`src/rtl/bin2bcd_seq_pkg.sv`:
```
// Shared types and constants for the sequential binary-to-BCD converter.
// State encoding is fixed so debug/state observers can decode it directly.
package bin2bcd_seq_pkg;

  typedef enum logic [1:0] {
    ST_IDLE = 2'd0,
    ST_CONV = 2'd1,
    ST_FIN  = 2'd2
  } state_t;

  localparam int NUM_DIGITS = 4;
  localparam int DIGIT_W    = 4;
  localparam int ADJ_THRESH = 5;
  localparam int ADJ_ADD    = 3;

endpackage

```
`src/rtl/bin2bcd_seq_digit_adj.sv`:
```
// Double-dabble digit adjust cell: a digit of 5 or more gets 3 added so the
// following left shift carries correctly into the next decimal digit.
module bcd_digit_adj
  import bin2bcd_seq_pkg::*;
(
  input  logic [DIGIT_W-1:0] i_d,
  output logic [DIGIT_W-1:0] o_d
);

  // Legal inputs never exceed 9, so the sum (max 12) needs no carry out.
  always_comb begin
    if (i_d >= DIGIT_W'(ADJ_THRESH)) o_d = i_d + DIGIT_W'(ADJ_ADD);
    else                             o_d = i_d;
  end

endmodule

```
`src/rtl/bin2bcd_seq.sv`:
```
// Iterative binary-to-BCD converter: one bank of adjust cells reused over
// WIDTH shift cycles, sequenced by a START/BUSY/DONE handshake.
module bin2bcd_seq
  import bin2bcd_seq_pkg::*;
#(
  parameter int WIDTH = 10
) (
  input  logic             CLK,
  input  logic             nRST,
  input  logic             START,
  input  logic [WIDTH-1:0] B,
  output logic             BUSY,
  output logic             DONE,
  output logic [3:0]       BCD_0,
  output logic [3:0]       BCD_1,
  output logic [3:0]       BCD_2,
  output logic [3:0]       BCD_3,
  output logic [1:0]       o_dbg_state
);

  localparam int CNT_W = $clog2(WIDTH + 1);
  localparam int SCR_W = NUM_DIGITS * DIGIT_W;

  // Handshake: START is sampled only in IDLE; while BUSY is high further
  // START pulses are ignored (not queued); DONE is a one-cycle pulse during
  // which BCD_0..3 hold the fresh result, and they hold it until the next DONE.
  state_t             r_state;
  state_t             w_next;
  logic [WIDTH-1:0]   r_bin;
  logic [SCR_W-1:0]   r_scratch;
  logic [SCR_W-1:0]   r_bcd;
  logic [CNT_W-1:0]   r_cnt;
  logic [SCR_W-1:0]   w_adj;
  logic [SCR_W-1:0]   w_shift_scr;
  logic               w_cnt_last;

  for (genvar g = 0; g < NUM_DIGITS; g++) begin : g_adj
    bcd_digit_adj u_adj (
      .i_d (r_scratch[g*DIGIT_W +: DIGIT_W]),
      .o_d (w_adj[g*DIGIT_W +: DIGIT_W])
    );
  end

  // The bit leaving scratch MSB is dropped; it is always 0 for WIDTH <= 13.
  assign w_shift_scr = SCR_W'({w_adj, r_bin[WIDTH-1]});
  assign w_cnt_last  = (r_cnt == CNT_W'(1));

  always_ff @(posedge CLK or negedge nRST) begin
    if (!nRST) r_state <= ST_IDLE;
    else       r_state <= w_next;
  end

  always_comb begin
    w_next = r_state;
    case (r_state)
      ST_IDLE: if (START) w_next = ST_CONV;
      ST_CONV: if (w_cnt_last) w_next = ST_FIN;
      ST_FIN:  w_next = ST_IDLE;
      default: w_next = ST_IDLE;
    endcase
  end

  always_ff @(posedge CLK or negedge nRST) begin
    if (!nRST) begin
      r_bin     <= '0;
      r_scratch <= '0;
      r_cnt     <= '0;
      r_bcd     <= '0;
    end else begin
      case (r_state)
        ST_IDLE: begin
          if (START) begin
            r_bin     <= B;
            r_scratch <= '0;
            r_cnt     <= CNT_W'(WIDTH);
          end
        end
        ST_CONV: begin
          r_scratch <= w_shift_scr;
          r_bin     <= r_bin << 1;
          r_cnt     <= r_cnt - CNT_W'(1);
          if (w_cnt_last) r_bcd <= w_shift_scr;
        end
        default: ;
      endcase
    end
  end

  assign BUSY        = (r_state == ST_CONV) || (r_state == ST_FIN);
  assign DONE        = (r_state == ST_FIN);
  assign BCD_0       = r_bcd[3:0];
  assign BCD_1       = r_bcd[7:4];
  assign BCD_2       = r_bcd[11:8];
  assign BCD_3       = r_bcd[15:12];
  assign o_dbg_state = r_state;

endmodule

```
`config.mk`:
```
export PLATFORM = sky130hd
export DESIGN_NAME = bin2bcd_seq
export DESIGN_NICKNAME = d
export VERILOG_FILES = /design/src/rtl/bin2bcd_seq_pkg.sv /design/src/rtl/bin2bcd_seq_digit_adj.sv /design/src/rtl/bin2bcd_seq.sv
export SDC_FILE = /design/constraint.sdc
export NUM_CORES = 1
export LEC_CHECK = 0
export CAP_MARGIN = 20
export CORE_MARGIN = 5
export CORE_UTILIZATION = 54
export DETAILED_ROUTE_END_ITERATION = 10
export PLACE_DENSITY = 0.85
export SYNTH_ARGS = -nofsm -noshare
export SYNTH_HDL_FRONTEND = slang
export SYNTH_SLANG_ARGS = --single-unit
```
`constraint.sdc`:
```
create_clock -name CLK -period 2.1 [get_ports CLK]
set_input_delay 0.63 -clock CLK [delete_from_list [all_inputs] [get_ports CLK]]
set_output_delay 0.63 -clock CLK [all_outputs]
set_load 0.005 [all_outputs]
```
==> run metrics, run 1 <==
run status finished clean; critical path's top delay family flip-flops; worst min path class input pin to async pin; initial antenna violation count 0; commonest register cell after synthesis dfrtp_1; EDFF count, synth 0; Synth Register Bits 48; MaxCap Viol Count 0; Reg area 0.00120 mm2; total vias in the final route 1,884; IO Pins 33; largest net degree at the start of global routing 27; overall routing resource usage 19.8%; Clk network pwr share approximately 14%; FMAX about 500 MHz; Post-Synthesis Cells 235; GR Overflow Total 0; total wire length 4960 um; area grow syn2layout 23.1%; GP Congestion 0.850; vias in the first global route 1,903; # setup viols final 0; RSZ-0062 raised after global routing false; Initial Utilization 54.8%; Combinational Power Share a little under half; Crit. End Element output port; Final ANT Viol Nets 0; Worst R2R Start o_dbg_state[0]$_DFFE_PN0P_; area leader, netlist dfrtp_1; Reg power frac about two fifths; min Tclk post-route around 1.9 ns; first-pass GRT wire length 8580 um; Die H 75.8 um; hpwl dp roughly 3700 um; Buf/Inv on CP 2; number of DRC markers in iteration 0 82; Cells after DPL 319; clock sinks 48; Layout Cells excl Fill 329; vias per cell roughly 5.7; ant diodes 0; worst stage delay on the critical path 0.39 ns; fill cell count 345; CTS tree built; Distinct cells, synth 29; Design Area, Final between 0.002 and 0.003 mm2; final hold vios 0; DIE AREA 0.00575 mm2; Mean Syn Cell Area 9.95 um2; CP max FO 3; LEAKAGE 1.22 nW; crit share post-route between 90% and 100%; root buffer cell clkbuf_8; crit path DAT 1.31 ns; RR Endpoint r_scratch[15]$_DFFE_PN0P_; Row Count 24; synth top area cells dfrtp_1 (51%), o21ai_0 (7.1%), ha_1 (7.0%); Yosys warning total 0; CP Cell Sequence inv_1 -> ha_1 -> dlygate4sd2_1; Longest Clk Path Bufs 2; Net Sw Frac 39.4%; Power Density 1400 mW/mm2; TritonRoute pass-1 iters 4; Final Max Tran Viols 0; DRC Markers 0; Die Width between 70 and 80 um; Crit. Startpoint o_dbg_state[0]$_DFFE_PN0P_; synthesized area 0.00234 mm2; number of nets in the layout between 300 and 400; Pint 2.45 mW; reg2reg setup slack 0.21 ns; final hold slack 0.301 ns; sequential area share after synthesis between 50 and 60%; worst vdd ir 0.697 mV; slowest CP cell dfrtp_1; H-tree depth 2; FFs w/ async S/R, synth 100%; DP Area 0.00277 mm2; clock latency on the worst-skew pair around 0.3 ns; Crit Path Class flip-flop to output port; Tot Pwr roughly 4 mW; fraction of layout cells with a size suffix above 1 slightly above 10%; Switching Power between 1.5 and 2 mW; area taken by multi-input logic gates 0.00103 mm2; clock skew roughly 0.0070 ns; Slew @ Worst Pin 0.545 ns; Setup TNS 0 ns; cts bufs inserted 5; Yosys top cell area share 51.4%; per-cell routed wire length 15.1 um; CP startpoint kind flip-flop; core area 0.00426 mm2; Max-slew headroom 63.7%; r2r worst-path depth 5; Port Buf Inserts 32; Clock transition at path regs 0.08 ns; Synth Net Count approximately 260; worst path required time 1.47 ns
-- cell type report --
cell class / count / area share, %
multi-input cells: 163 / 35.8
repair buffers: 45 / 15.3
flip-flops and latches: 48 / 41.7
clock buffers: 7 / 3.00
clock inverters: 1 / 0.261
well taps: 52 / 2.26
inverters: 13 / 1.69
-- state kept, by name (all words and copies together), names as in the netlist --
| name | flops |
|---|---|
| r_bcd | 16 |
| r_scratch | 16 |
| r_bin | 10 |
| r_cnt | 4 |
| o_dbg_state | 2 |
-- worst max-delay path by stage --
stage                                     to  cells past startpoint
finish                                  BUSY                      3
global route            r_bcd[6]$_DFFE_PN0P_                      6
CTS                                     DONE                      3
detailed placement  r_scratch[3]$_DFFE_PN0P_                      5
global placement    r_scratch[7]$_DFFE_PN0P_                      5
floorplan           r_scratch[6]$_DFFE_PN0P_                      6
-- through the flow --
step	setup slack, ns	util, %
after global routing	0.0366	67.5
after floorplan	0.557	-
after CTS	0.0136	67.5
final	0.157	67.5
after global placement	0.0660	64.9
after detailed placement	0.00553	64.9
-- metal layers --
layer | GRT usage, % | share of wire, %
met2 | 33.9 | 50
met4 | 9.13 | 1.8
met3 | 4.88 | 5.2
met5 | 0 | 0
met1 | 23.1 | 43
-- power by group through the flow --
stage	combinational, mW	sequential, mW	clock [mW]
3_3_place_gp	1.83	1.53	0
6_report	1.93	1.54	0.566
5_1_grt	2.19	1.59	0.619
4_1_cts	1.94	1.54	0.583
3_5_place_dp	1.92	1.56	0
2_1_floorplan	1.26	1.50	0
-- synth_stat cells, types with 2 or more instances --
cell,instances
nand2_1,26
o21ai_0,33
clkbuf_1,4
a21oi_1,21
nor2b_1,2
o22ai_1,20
a32o_1,4
buf_2,3
mux2_2,5
xnor2_1,4
buf_4,3
ha_1,13
inv_1,13
nor3b_1,7
o31ai_1,4
nand2b_1,5
nand3b_1,3
nor2_1,7
dfrtp_1,48
-- kinds of logic (layout without fill, tap and decap cells) --
| group | count (synthesis) | count (layout) | synth area share (%) |
|---|---|---|---|
| compound gates | 87 | 87 | 21.5 |
| simple gates | 53 | 53 | 11.3 |
| flops | 48 | 48 | 51.4 |
| buf+inv | 24 | 66 | 4.55 |
| fa+ha+maj | 13 | 13 | 6.96 |
| mux | 6 | 6 | 2.84 |
| xor+xnor | 4 | 4 | 1.50 |
-- placed cells by master, fill, tap and decap left out, drive strengths merged, types with 5 or more instances in the layout --
master         instances
nor3b                  8
clkdlybuf4s50         29
nand2                 26
dfrtp                 48
mux2                   5
a21oi                 21
o21ai                 35
clkbuf                 7
inv                   13
ha                    13
o22ai                 20
nor2                   7
buf                   14
nand2b                 5
-- timing repair --
action | CTS | global route
resized for setup | 1 | 1
buffers inserted | 2 | 0
endpoints found under the setup margin | 1 | 1
hold buffers | 0 | 0
hold endpoints to repair | 0 | 0
(Power assumes the default switching activity.)
==> run 2, diff against run 1 <==
Settings changed: CORE_UTILIZATION 54 to 51, CTS_BUF_LIST set to sky130_fd_sc_hd__clkbuf_8, PLACE_DENSITY 0.85 to 0.84.
Clock period 2.1 ns to 1.6 ns, I/O delays scaled along.
==> run 2 against run 1 <==
Hold slack worse by 0.22 ns. Design area is 9.6% higher. Total power rose by 50%. Setup slack got worse by 0.14 ns. Sequential cell count did not move. Non-clock buffer count increased by 28. Cell count is 8.5% higher. Routed wire length grew 10%.
==> run metrics, run 2 (same netlist as run 1, synthesis figures left out) <==
first-pass GRT wire length 9400 um; most common cell after layout, fill and taps aside dfrtp_1; Tot Pwr 6.06 mW; number of DRC markers in iteration 0 109; worst path required time between 1 and 1.5 ns; initial antenna violation count 0; cts bufs inserted 5; GP Congestion 0.817; Crit. End Element output port; Buf/Inv on CP 2; critical path's top delay family flip-flops; vias per cell between 5 and 6; run status finished clean; MaxCap Viol Count 0; fraction of layout cells with a size suffix above 1 24.9%; ant diodes 0; Regs by FF count r_bcd x16, r_scratch x16, r_bin x10; Longest Clk Path Bufs 2; overall routing resource usage 19.1%; FMAX 632 MHz; CP Cell Sequence inv_2 -> ha_4 -> buf_6; CTS tree built; Final Max Tran Viols 0; hpwl dp 3950 um; Row Count 24; Hold Buf Count CTS 0; Clock transition at path regs 0.09 ns; clock sinks 48; min Tclk post-route roughly 1.6 ns; area grow syn2layout 35.0%; CP startpoint kind flip-flop; slowest CP cell dfrtp_1; Power Density roughly 1900 mW/mm2; worst stage delay on the critical path ~0.40 ns; # setup viols final 0; Util after Layout around 70%; Final ANT Viol Nets 0; commonest non-fill, non-tap cells in the layout dfrtp_1 (48), buf_4 (37), o21ai_0 (25), nand2_1 (25), o22ai_1 (20); GR Overflow Total 0; CP max FO 2; total vias in the final route 2,014; Crit Path Class flip-flop to output port; final hold vios 0; clock skew 0.0116 ns; per-cell routed wire length roughly 15 um; total wire length 5470 um; H-tree depth 2; Die H 77.7 um; worst min path class input pin to async pin; RSZ-0062 raised after global routing true; crit path DAT 1.10 ns; LEAKAGE 1.45 nW; root buffer cell clkbuf_8; core area 0.00441 mm2; TritonRoute pass-1 iters 4; worst vdd ir about 1.0 mV; crit share post-route slightly below 100%; DRC Markers 0; Setup TNS 0 ns; DIE AREA 0.00604 mm2; Slew @ Worst Pin 0.394 ns; clock latency on the worst-skew pair 0.31 ns; IO Pins 33; Die Width 77.7 um; vias in the first global route just over 2,000; Initial Utilization 53.0%; number of nets in the layout 330; Max-slew headroom between 70 and 80%; Port Buf Inserts 32; largest net degree at the start of global routing 34
run 2: power breakdown:
part	internal [mW]	switching, mW
logic	1.61	1.54
registers	1.66	0.390
clock network	0.458	0.410
run 2: layout make-up:
type | instances | area (um2)
Sequential cell | 48 | 1200
Timing Repair Buffer | 73 | 637
Fill cell | 327 | 1260
Multi-Input combinational cell | 163 | 1100
Tap cell | 52 | 65.1
Clock inverter | 3 | 38.8
Inverter | 13 | 48.8
Clock buffer | 5 | 68.8
run 2: what timing repair did:
item,CTS,global route
pin swaps,0,5
endpoints found under the setup margin,27,24
resized for setup,33,27
setup buffers,3,2
run 2: path summary, 6_finish.rpt:
path / startpoint / to / slack (ns) / cells past startpoint
setup / recovery: o_dbg_state[1]$_DFFE_PN0P_ / BUSY / 0.02 / 3
hold / removal: nRST / r_bcd[5]$_DFFE_PN0P_ / 0.08 / 1
setup reg to reg: o_dbg_state[0]$_DFFE_PN0P_ / r_scratch[15]$_DFFE_PN0P_ / 0.07 / 6
hold reg to reg: r_bcd[1]$_DFFE_PN0P_ / r_bcd[1]$_DFFE_PN0P_ / 0.48 / 2
max in group asynchronous: nRST / r_scratch[15]$_DFFE_PN0P_ / 1.01 / 2
min in group CLK: r_bcd[1]$_DFFE_PN0P_ / r_bcd[1]$_DFFE_PN0P_ / 0.48 / 2
run 2: per-layer routing:
layer	GRT usage, %	routed length [um]	up-vias
met1	22.8	2220	956
li1	-	-	986
met3	4.40	296	12
met4	7.73	95	0
met5	0	0	-
met2	33.1	2860	60
run 2: metrics by stage:
| stage | setup WS (ns) | instances | hold slack [ns] | instance area [um2] |
|---|---|---|---|---|
| 2_1_floorplan | 0.0574 | 235 | 0.184 | 2340 |
| 4_1_cts | -0.00233 | 355 | 0.0890 | 3080 |
| 3_3_place_gp | -0.193 | 344 | 0.420 | 2960 |
| 6_report | 0.0169 | 357 | 0.0810 | 3160 |
| 3_5_place_dp | -0.236 | 344 | 0.425 | 2960 |
| 5_1_grt | -0.0311 | 357 | 0.0931 | 3160 |
run 2: worst register-to-register path: stages, from the launching register on:
cell and delay [ns]:
dfrtp_1 0.39, buf_4 0.14, ha_1 0.20, inv_1 0.17, nor2_1 0.10, buf_4 0.16, a32o_1 0.26
==> RTL edit, RTL diff (config.mk and constraints of run 1) <==
Register the outputs `BUSY`, `DONE`, `BCD_0`, `BCD_1`, `BCD_2` and `BCD_3`, with the module's reset; this adds one clock of latency there. The other outputs are not delayed to match. Comments in the files are not updated.
--- a/src/rtl/bin2bcd_seq.sv
+++ b/src/rtl/bin2bcd_seq.sv
@@ -88,8 +88,19 @@
 
-  assign BUSY        = (r_state == ST_CONV) || (r_state == ST_FIN);
-  assign DONE        = (r_state == ST_FIN);
-  assign BCD_0       = r_bcd[3:0];
-  assign BCD_1       = r_bcd[7:4];
-  assign BCD_2       = r_bcd[11:8];
-  assign BCD_3       = r_bcd[15:12];
+  always_ff @(posedge CLK or negedge nRST) begin
+    if (!nRST) begin
+      BUSY  <= '0;
+      DONE  <= '0;
+      BCD_0 <= '0;
+      BCD_1 <= '0;
+      BCD_2 <= '0;
+      BCD_3 <= '0;
+    end else begin
+      BUSY  <= (r_state == ST_CONV) || (r_state == ST_FIN);
+      DONE  <= (r_state == ST_FIN);
+      BCD_0 <= r_bcd[3:0];
+      BCD_1 <= r_bcd[7:4];
+      BCD_2 <= r_bcd[11:8];
+      BCD_3 <= r_bcd[15:12];
+    end
+  end
   assign o_dbg_state = r_state;
Behaviour: not the same (Yosys sat finds a counterexample within 4 cycles, from zero or initial values and one cycle with nRST low).
==> RTL edit against run 1 <==
Total power grew 22%. Sequential cell count up 18. Design area up 19%. Area after synthesis increased by 20%. Die area increased by 17%. Largest cell class unchanged. Global-route usage decreased by 1.2 points. Worst setup slack gained 0.066 ns. Wire length increased by 10%. Largest power group is now registers.
==> RTL edit: results (changes against run 1) <==
Parameter                              Value

Outcome
  Outcome    completed

Synth
  Dominant cells by area after synthesis    sky130_fd_sc_hd__dfrtp_1 (59%), sky130_fd_sc_hd__ha_1 (5.8%), sky130_fd_sc_hd__o21ai_1 (4.5%)
  Ranking of synthesized cells by instance count    sky130_fd_sc_hd__dfrtp_1 (66), sky130_fd_sc_hd__nand2_1 (25), sky130_fd_sc_hd__o21ai_1 (25)
  Nets in the synthesized netlist    279 (+6.9%)
  Fraction of the mapped netlist area in adder cells    0.05785 (-0.01170)
  Multiplexer area fraction after synthesis    0.02715 (-0.001210)
  Parity-gate share of the synthesized area counting xor and xnor cells    0.01246 (-0.002520)
  Synth cell types    32 (+10%)
  Compound-cell area share of the yosys netlist    0.1780 (-0.03654)
  Most frequently used flop master after synthesis    sky130_fd_sc_hd__dfrtp_1
  Sequential cell area fraction in the yosys report    0.5874 (+0.07381)

Worst setup path
  Worst-path fanout max    4 (+1)
  Slowest-stage cell, CP    sky130_fd_sc_hd__clkdlybuf4s50_1
  Maximum single-stage delay on the critical path    0.52 ns (+0.13 ns)
  Category of cells accounting for the largest share of critical-path delay    buffers and inverters
  Crit path DAT    1.25 ns (-0.06 ns)

Route
  Number of design-rule violations left by the first detailed-router iteration    148 (+80%)
  First-pass iteration count of the detailed router    4 (unchanged)
  Per-cell via count in the routed design    5.554 (-3.0%)
  Sum of routed wire length over all layers    5459 um (+10%)

STA
  Setup Skew    0.003302 ns (-0.003718 ns)
  Actual transition at the worst max-transition pin    0.4726 ns (-0.07241 ns)

Placed design
  Routability Congestion    0.8284 (-2.5%)
  Detailed placer's ending HPWL    3783 um (+1.9%)

Layout
  Ratio of cells with drive above 1 in the final layout    0.1200 (+0.01892)
  N_diodes    0 (unchanged)
  Count of fill cells added during filler insertion    389 (+13%)
  Largest registers in the final layout    r_bcd x16, r_scratch x16, r_bin x10
  Post-layout net count    321 (+6.3%)

CTS
  Latest clock arrival within the worst-skew pair    0.34 ns (+0.04 ns)
  Number of buffers inserted to repair setup after CTS    0 (-2)
  CTS buffer count    9 (+4)
  Number of H-tree levels    3 (+1)
  Maximum count of clock buffers along a single path    2 (unchanged)
  Post-CTS sizing    0 (-1)
  Register clock-pin slew on the reported worst setup and hold paths    0.07 ns

Power and ir drop
  Worst vdd rail ir drop    0.8970 mV (+29%)
  Leakage component of the power    1.484 nW (+21%)

Global route
  Maximum number of pins on one net before global-route repair    67 (+150%)
  Via count of the first global-routing pass    2032 (+6.8%)
  First-pass GRT wire length    9349 um (+9.0%)
  Total routing resource utilization after global routing    0.1861 (-0.01154)

Hold path
  Min-delay worst type    input pin to asynchronous set/reset pin
## RTL edit: metal layers
layer,GRT usage,share of wire
met3,0.03905,0.053
met1,0.2297,0.42
met4,0.1130,0.024
met5,0,0
met2,0.3005,0.50
## RTL edit: path summary, 6_finish.rpt
path,slack [ns],start,to,cells after the start
max reg2reg,0.23,o_dbg_state[1]$_DFFE_PN0P_,r_cnt[1]$_DFFE_PN0P_,7
max in group asynchronous,1.54,nRST,r_bin[2]$_DFFE_PN0P_,2
min reg2reg,0.37,r_bcd[3]$_DFFE_PN0P_,BCD_0[3]$_DFF_PN0_,0
min in group CLK,0.37,r_bcd[3]$_DFFE_PN0P_,BCD_0[3]$_DFF_PN0_,0
min,0.29,nRST,r_bcd[2]$_DFFE_PN0P_,2
max,0.22,o_dbg_state[1]$_DFFE_PN0P_,o_dbg_state[1],1
## RTL edit: cell type report
class,count,area [um2],area share
well taps,70,87.58,0.02559
clock inverters,2,10.01,0.002925
flip-flops and latches,66,1652,0.4826
inverters,13,48.80,0.01426
multi-input cells,163,1049,0.3064
clock buffers,14,172.7,0.05046
repair buffers,42,402.9,0.1177
## RTL edit: metrics by stage
stage	setup WS (ns)	total power, mW	area (um2)	hold WS, ns	cells
floorplan	0.5777	3.263	2811	0.3344	253
global placement	0.1352	3.826	3239	0.3588	354
detailed placement	0.07159	3.960	3239	0.3638	354
CTS	0.2034	4.949	3422	0.3040	370
global route	0.1140	5.286	3422	0.3204	370
finish	0.2229	4.936	3422	0.2934	370
## RTL edit: where the power goes
part	total (mW)	switching (mW)	leakage (nW)	internal, mW
registers	1.99	0.296	0.869	1.70
clock network	0.978	0.456	0.0965	0.523
logic	1.96	1.07	0.518	0.892
